--- src/rtl/cpu_pkg.sv ---
// Shared definitions for the instruction decoder: opcode prefixes, the
// immediate source select code and the reset sequencing state encoding.
package cpu_pkg;

    // Opcode prefixes, matched against the top bits of pm_data
    localparam logic       OP_LOAD = 1'b0;
    localparam logic [1:0] OP_MOVE = 2'b10;
    localparam logic [2:0] OP_ALU  = 3'b110;
    localparam logic [3:0] OP_JMP  = 4'b1110;
    localparam logic [3:0] OP_JNZ  = 4'b1111;

    localparam logic [3:0] SRC_IMM = 4'd8;

    typedef enum logic [1:0] {
        ST_RST  = 2'd0,
        ST_HOLD = 2'd1,
        ST_RUN  = 2'd2
    } rst_state_e;

endpackage

--- src/rtl/instruction_decoder_if.sv ---
// Bundle between program memory / ALU, the decoder and the sequencer/datapath.
interface instruction_decoder_if;
    import cpu_pkg::*;

    // No handshake: pm_data and alu_zero are valid every cycle and every
    // output is either combinational from them or a registered state bit.
    logic [7:0] pm_data;
    logic       alu_zero;
    logic       sync_reset;
    logic       jmp;
    logic       jmp_nz;
    logic [3:0] jmp_addr;
    logic       dont_jmp;
    logic [7:0] reg_en;
    logic [3:0] source_sel;
    logic [3:0] imm;
    logic       alu_en;
    logic [2:0] alu_func;
    logic       alu_sel;
    logic [7:0] ir;
    rst_state_e rst_state;

    modport master (
        output pm_data, alu_zero,
        input  sync_reset, jmp, jmp_nz, jmp_addr, dont_jmp, reg_en,
               source_sel, imm, alu_en, alu_func, alu_sel, ir, rst_state
    );

    modport slave (
        input  pm_data, alu_zero,
        output sync_reset, jmp, jmp_nz, jmp_addr, dont_jmp, reg_en,
               source_sel, imm, alu_en, alu_func, alu_sel, ir, rst_state
    );

endinterface

--- src/rtl/sync_reset_gen.sv ---
// Reset sequencer: holds sync_reset for RST_HOLD clocks after the async
// reset releases, then enables decode via run.
module sync_reset_gen
    import cpu_pkg::*;
#(
    parameter int RST_HOLD = 2
) (
    input  logic       clk,
    input  logic       reset,
    output logic       sync_reset,
    output logic       run,
    output rst_state_e state
);

    localparam int CW = 16;

    rst_state_e    state_next;
    logic [CW-1:0] cnt;

    always_ff @(posedge clk or posedge reset) begin
        if (reset) begin
            state <= ST_RST;
        end else begin
            state <= state_next;
        end
    end

    // Counts edges spent in HOLD; HOLD is entered on the first released edge
    always_ff @(posedge clk or posedge reset) begin
        if (reset) begin
            cnt <= '0;
        end else if (state == ST_HOLD) begin
            cnt <= cnt + 1'b1;
        end else begin
            cnt <= '0;
        end
    end

    always_comb begin
        state_next = state;
        case (state)
            ST_RST:  state_next = (RST_HOLD <= 1) ? ST_RUN : ST_HOLD;
            ST_HOLD: if (cnt == CW'(RST_HOLD - 2)) state_next = ST_RUN;
            ST_RUN:  state_next = ST_RUN;
            default: state_next = ST_RST;
        endcase
    end

    always_comb begin
        sync_reset = (state != ST_RUN);
        run        = (state == ST_RUN);
    end

endmodule

--- src/rtl/instruction_decoder.sv ---
// Combinational instruction decode plus the zero flag and debug copy of the
// last executed instruction; all decode is gated off until the core runs.
module instruction_decoder
    import cpu_pkg::*;
#(
    parameter int RST_HOLD = 2
) (
    input logic                  clk,
    input logic                  reset,
    instruction_decoder_if.slave bus
);

    logic       run;
    logic       zero_flag;
    logic [7:0] ir_q;
    logic [7:0] pm;

    assign pm = bus.pm_data;

    sync_reset_gen #(
        .RST_HOLD (RST_HOLD)
    ) u_sync_reset_gen (
        .clk        (clk),
        .reset      (reset),
        .sync_reset (bus.sync_reset),
        .run        (run),
        .state      (bus.rst_state)
    );

    always_comb begin
        bus.jmp        = 1'b0;
        bus.jmp_nz     = 1'b0;
        bus.reg_en     = 8'h00;
        bus.source_sel = 4'h0;
        bus.alu_en     = 1'b0;
        bus.alu_func   = 3'h0;
        bus.alu_sel    = 1'b0;
        bus.jmp_addr   = pm[3:0];
        bus.imm        = pm[3:0];
        if (run) begin
            if (pm[7] == OP_LOAD) begin
                bus.reg_en[pm[6:4]] = 1'b1;
                bus.source_sel      = SRC_IMM;
            end else if (pm[7:6] == OP_MOVE) begin
                // A move onto itself is a no-op: no register is loaded
                if (pm[5:3] != pm[2:0]) begin
                    bus.reg_en[pm[5:3]] = 1'b1;
                end
                bus.source_sel = {1'b0, pm[2:0]};
            end else if (pm[7:5] == OP_ALU) begin
                bus.alu_en   = 1'b1;
                bus.alu_func = pm[2:0];
                bus.alu_sel  = pm[4];
            end else if (pm[7:4] == OP_JMP) begin
                bus.jmp = 1'b1;
            end else if (pm[7:4] == OP_JNZ) begin
                bus.jmp_nz = 1'b1;
            end
        end
    end

    always_ff @(posedge clk or posedge reset) begin
        if (reset) begin
            zero_flag <= 1'b0;
            ir_q      <= 8'h00;
        end else if (run) begin
            ir_q <= pm;
            if (bus.alu_en) begin
                zero_flag <= bus.alu_zero;
            end
        end
    end

    assign bus.dont_jmp = zero_flag;
    assign bus.ir       = ir_q;

endmodule
--- src/flat_wrapper.sv ---
// flat-port wrapper written by rule: the top's interface ports become plain ports
module instruction_decoder_flat import cpu_pkg::*;
#(
    parameter int RST_HOLD = 2
)
  (clk, reset, bus_pm_data, bus_alu_zero, bus_sync_reset, bus_jmp, bus_jmp_nz, bus_jmp_addr, bus_dont_jmp, bus_reg_en, bus_source_sel, bus_imm, bus_alu_en, bus_alu_func, bus_alu_sel, bus_ir, bus_rst_state);
  instruction_decoder_if bus_i ();
  input logic clk;
  input logic reset;
  input wire logic [$bits(bus_i.pm_data)-1:0] bus_pm_data;
  input wire logic [$bits(bus_i.alu_zero)-1:0] bus_alu_zero;
  output wire logic [$bits(bus_i.sync_reset)-1:0] bus_sync_reset;
  output wire logic [$bits(bus_i.jmp)-1:0] bus_jmp;
  output wire logic [$bits(bus_i.jmp_nz)-1:0] bus_jmp_nz;
  output wire logic [$bits(bus_i.jmp_addr)-1:0] bus_jmp_addr;
  output wire logic [$bits(bus_i.dont_jmp)-1:0] bus_dont_jmp;
  output wire logic [$bits(bus_i.reg_en)-1:0] bus_reg_en;
  output wire logic [$bits(bus_i.source_sel)-1:0] bus_source_sel;
  output wire logic [$bits(bus_i.imm)-1:0] bus_imm;
  output wire logic [$bits(bus_i.alu_en)-1:0] bus_alu_en;
  output wire logic [$bits(bus_i.alu_func)-1:0] bus_alu_func;
  output wire logic [$bits(bus_i.alu_sel)-1:0] bus_alu_sel;
  output wire logic [$bits(bus_i.ir)-1:0] bus_ir;
  output wire logic [$bits(bus_i.rst_state)-1:0] bus_rst_state;
  assign bus_i.pm_data = bus_pm_data;
  assign bus_i.alu_zero = bus_alu_zero;
  assign bus_sync_reset = bus_i.sync_reset;
  assign bus_jmp = bus_i.jmp;
  assign bus_jmp_nz = bus_i.jmp_nz;
  assign bus_jmp_addr = bus_i.jmp_addr;
  assign bus_dont_jmp = bus_i.dont_jmp;
  assign bus_reg_en = bus_i.reg_en;
  assign bus_source_sel = bus_i.source_sel;
  assign bus_imm = bus_i.imm;
  assign bus_alu_en = bus_i.alu_en;
  assign bus_alu_func = bus_i.alu_func;
  assign bus_alu_sel = bus_i.alu_sel;
  assign bus_ir = bus_i.ir;
  assign bus_rst_state = bus_i.rst_state;
  instruction_decoder #(.RST_HOLD(RST_HOLD)) u_core (.clk(clk), .reset(reset), .bus(bus_i));
endmodule
--- config.mk ---
export PLATFORM = sky130hd
export DESIGN_NAME = instruction_decoder_flat
export DESIGN_NICKNAME = d
export VERILOG_FILES = /design/src/rtl/cpu_pkg.sv /design/src/rtl/instruction_decoder_if.sv /design/src/rtl/sync_reset_gen.sv /design/src/rtl/instruction_decoder.sv /design/src/flat_wrapper.sv
export SDC_FILE = /design/constraint.sdc
export NUM_CORES = 1
export LEC_CHECK = 0
export ABC_AREA = 0
export CAP_MARGIN = 20
export CELL_PAD_IN_SITES_DETAIL_PLACEMENT = 1
export CELL_PAD_IN_SITES_GLOBAL_PLACEMENT = 1
export CORE_MARGIN = 4
export CORE_UTILIZATION = 38
export DETAILED_ROUTE_END_ITERATION = 12
export PLACE_DENSITY = 0.91
export SLEW_MARGIN = 20
export SYNTH_ARGS = -nofsm -noshare
export SYNTH_HDL_FRONTEND = slang
export SYNTH_HIERARCHICAL = 1
export SYNTH_SLANG_ARGS = --single-unit
--- constraint.sdc ---
create_clock -name clk -period 4.3 [get_ports clk]
set_input_delay 0.43 -clock clk [delete_from_list [all_inputs] [get_ports clk]]
set_output_delay 0.43 -clock clk [all_outputs]
set_load 0.05 [all_outputs]
==> flow_summary.toml <==
[synthesis]
syn_area_um2 = 1700
synth_edf_count = 0
syn_area_per_cell_um2 = 9.36
synthesis.instances = 182
yosysTopAreaCell = "dfrtp_1"
synthMostInstantiatedCell = "dfrtp_1"
yosys-top-cells-count = "27 x dfrtp_1, 18 x inv_1, 18 x nor2_1, 11 x buf_4, 9 x nor3_1"
syn_nets = 198
synthTopCellsByArea = "dfrtp_1 40%, mux2_2 5.3%, buf_4 4.8%"
synth_top_cell_area_share = 0.396
synth_seq_cells = 27
ys_async_sr_fraction = 1.00
synthFlopType = "dfrtp_1"
yosysWarningCount = 6
synthDistinctLibCells = 40
yosysSeqAreaShare = 0.396

[timing]
timing.final.crit_share = 0.779
drv_slew = 0
fmax_ghz = 0.298
rsz0062_at_grt = "no"
period_needed_ps = 3350
hold_viol_final = 0
setup-tns-final_ps = 0
worst_slack_ps = 950
max_slew_margin = 0.534
finClkSkew_ps = 2.44
whs_ps = 448
worst_pin_slew_ps = 698
setup_viol = 0

[setup_path]
critPathSlowestCell = "clkdlybuf4s50_1"
crit_path_max_incr_delay_ps = 810
crit_type = "reg2out"
cp-end-kind = "primary output"
cp-start-kind = "register"
crit_arrival_ps = 2920
cp.required_ps = 3870
path_max_fanout = 10
worstPathCellList = "inv_1, ha_1, buf_4, nand2_2, or4_4, o21ai_2, clkdlybuf4s50_1"

[finish]
fillCellCount = 532
syn_to_final_growth_pct = 28.9
fin_nets = 238
layout-drive-gt1-share = 0.104
diodes = 0
fin_util = 0.504

[placement]
dp_hpwl_um = 3380
port-buffer-count = 49
gp_congestion = 0.816
pre_cts_ws_ps = 1130

[clock_tree]
holdBufCountCts = 0
postCtsSetupBuffers = 0
ctsResizeCount = 0
htreeDepth = 1
cts_tree = "built"
cts.sinks = 27
cts_buffers = 3
cts_root_buf = "clkbuf_8"
clk_latency_ps = 270
clkTransAtPathRegs_ps = 90
clockBufferDepth = 2

[global_routing]
overflow = 0
antenna_found_initial = 0
grt_max_degree = 19
grt_pass1_wl_um = 7470
grt_util_all_layers = 0.174
first_global_vias = 1490

[floorplanning]
die_area_um2 = 5620
ios = 50
core_area_um2 = 4350
rows = 24
die_height_um = 75.0
die_x_um = 75.0
start_util = 0.391

[route]
post_drt_wl_per_cell_um = 16.2
vias = 1457
routed_wl_um = 4410
drt-pass1-iter-count = 4
drc_errors = 0
ant_nets = 0
drtIter0Drc = 92
via_per_inst = 5.34

[run]
drv_cap = 0

[power]
ir_drop_mv = 0.0945
clockPowerShare = 0.265
p_leak_nw = 0.912
power_mw = 0.547
comb_power_share = 0.257
p_sw_mw = 0.176
swShare = 0.322
power_density_nw_per_um2 = 249
power.internal_mw = 0.371
p_seq_frac = 0.478

[worst_hold_path]
holdCritPathClass = "in2async"

[status]
status = "completed"
==> worst paths after layout <==
check,start,end,slack [ps],cells past startpoint
max,u_core/u_sync_reset_gen/state[0]$_DFFE_PP0P_,bus_reg_en[3],950,7
min,reset,u_core/bus.ir[0]$_DFFE_PP0P_,450,2
max reg2reg,u_core/u_sync_reset_gen/state[0]$_DFFE_PP0P_,u_core/bus.dont_jmp$_DFFE_PP0P_,2360,6
min reg2reg,u_core/bus.ir[3]$_DFFE_PP0P_,u_core/bus.ir[3]$_DFFE_PP0P_,510,1
max in group asynchronous,reset,u_core/u_sync_reset_gen/cnt[14]$_DFF_PP0_,3260,2
min in group clk,u_core/bus.ir[3]$_DFFE_PP0P_,u_core/bus.ir[3]$_DFFE_PP0P_,510,1
==> stage by stage <==
step,std cells,instance area (um^2)
finish,273,2200
global route,273,2200
CTS,273,2200
detailed placement,269,2150
global placement,269,2150
floorplan,182,1700
==> layer usage <==
metal  global-route usage  vias up  wire (um)
li1                     -      700          -
met1                0.216      712       1840
met2                0.312       41       2260
met3               0.0214        4        264
met4               0.0534        0         48
met5                    0        -          0
==> state kept, by name, summed over array words and instances (netlist names) <==
register and cells:
u_core/bus.dont_jmp 1, u_core/u_sync_reset_gen/cnt 16, u_core/bus.ir 8, u_core/u_sync_reset_gen/state 2
==> placed cells by master (no fill, tap or decap), types with 7 or more instances in the layout <==
cell type	count
nor2_1	18
mux2_2	8
nand2_1	8
inv_1	18
dfrtp_1	27
nor3_1	9
xnor2_1	7
clkdlybuf4s50_1	49
xor2_1	7
==> kinds of logic after synthesis <==
kind of cell,count (synthesis),share of synthesized area
buffers and inverters,33,0.110
XOR/XNOR,14,0.0720
multiplexers,9,0.0587
AO/OA/AOI/OAI,18,0.0756
adder cells (fa/ha/maj),5,0.0367
AND/OR/NAND/NOR,76,0.250
flip-flops,27,0.396
==> critical path, delay by kind of cell (launching register included) <==
| family | cells | cell delay, ps |
|---|---|---|
| AO/OA/AOI/OAI | 1 | 120 |
| AND/OR/NAND/NOR | 2 | 600 |
| flip-flops | 1 | 420 |
| adder cells (fa/ha/maj) | 1 | 360 |
| buffers and inverters | 3 | 1160 |
==> power groups by stage <==
stage / clock [mW] / sequential, mW / combinational (mW)
after floorplan: 0 / 0.287 / 0.0759
after global placement: 0 / 0.267 / 0.139
after detailed placement: 0 / 0.267 / 0.141
after CTS: 0.152 / 0.262 / 0.142
after global routing: 0.165 / 0.262 / 0.148
final: 0.145 / 0.262 / 0.140
==> cell type report <==
| cell class | count | area, um^2 | area share |
|---|---|---|---|
| Timing Repair Buffer | 50 | 498 | 0.227 |
| Inverter | 18 | 67.6 | 0.0308 |
| Multi-Input combinational cell | 122 | 841 | 0.383 |
| Tap cell | 52 | 65.1 | 0.0296 |
| Sequential cell | 27 | 676 | 0.308 |
| Clock buffer | 3 | 41.3 | 0.0188 |
| Clock inverter | 1 | 7.51 | 0.00342 |
No activity file was read; power rests on OpenSTA's default activity.
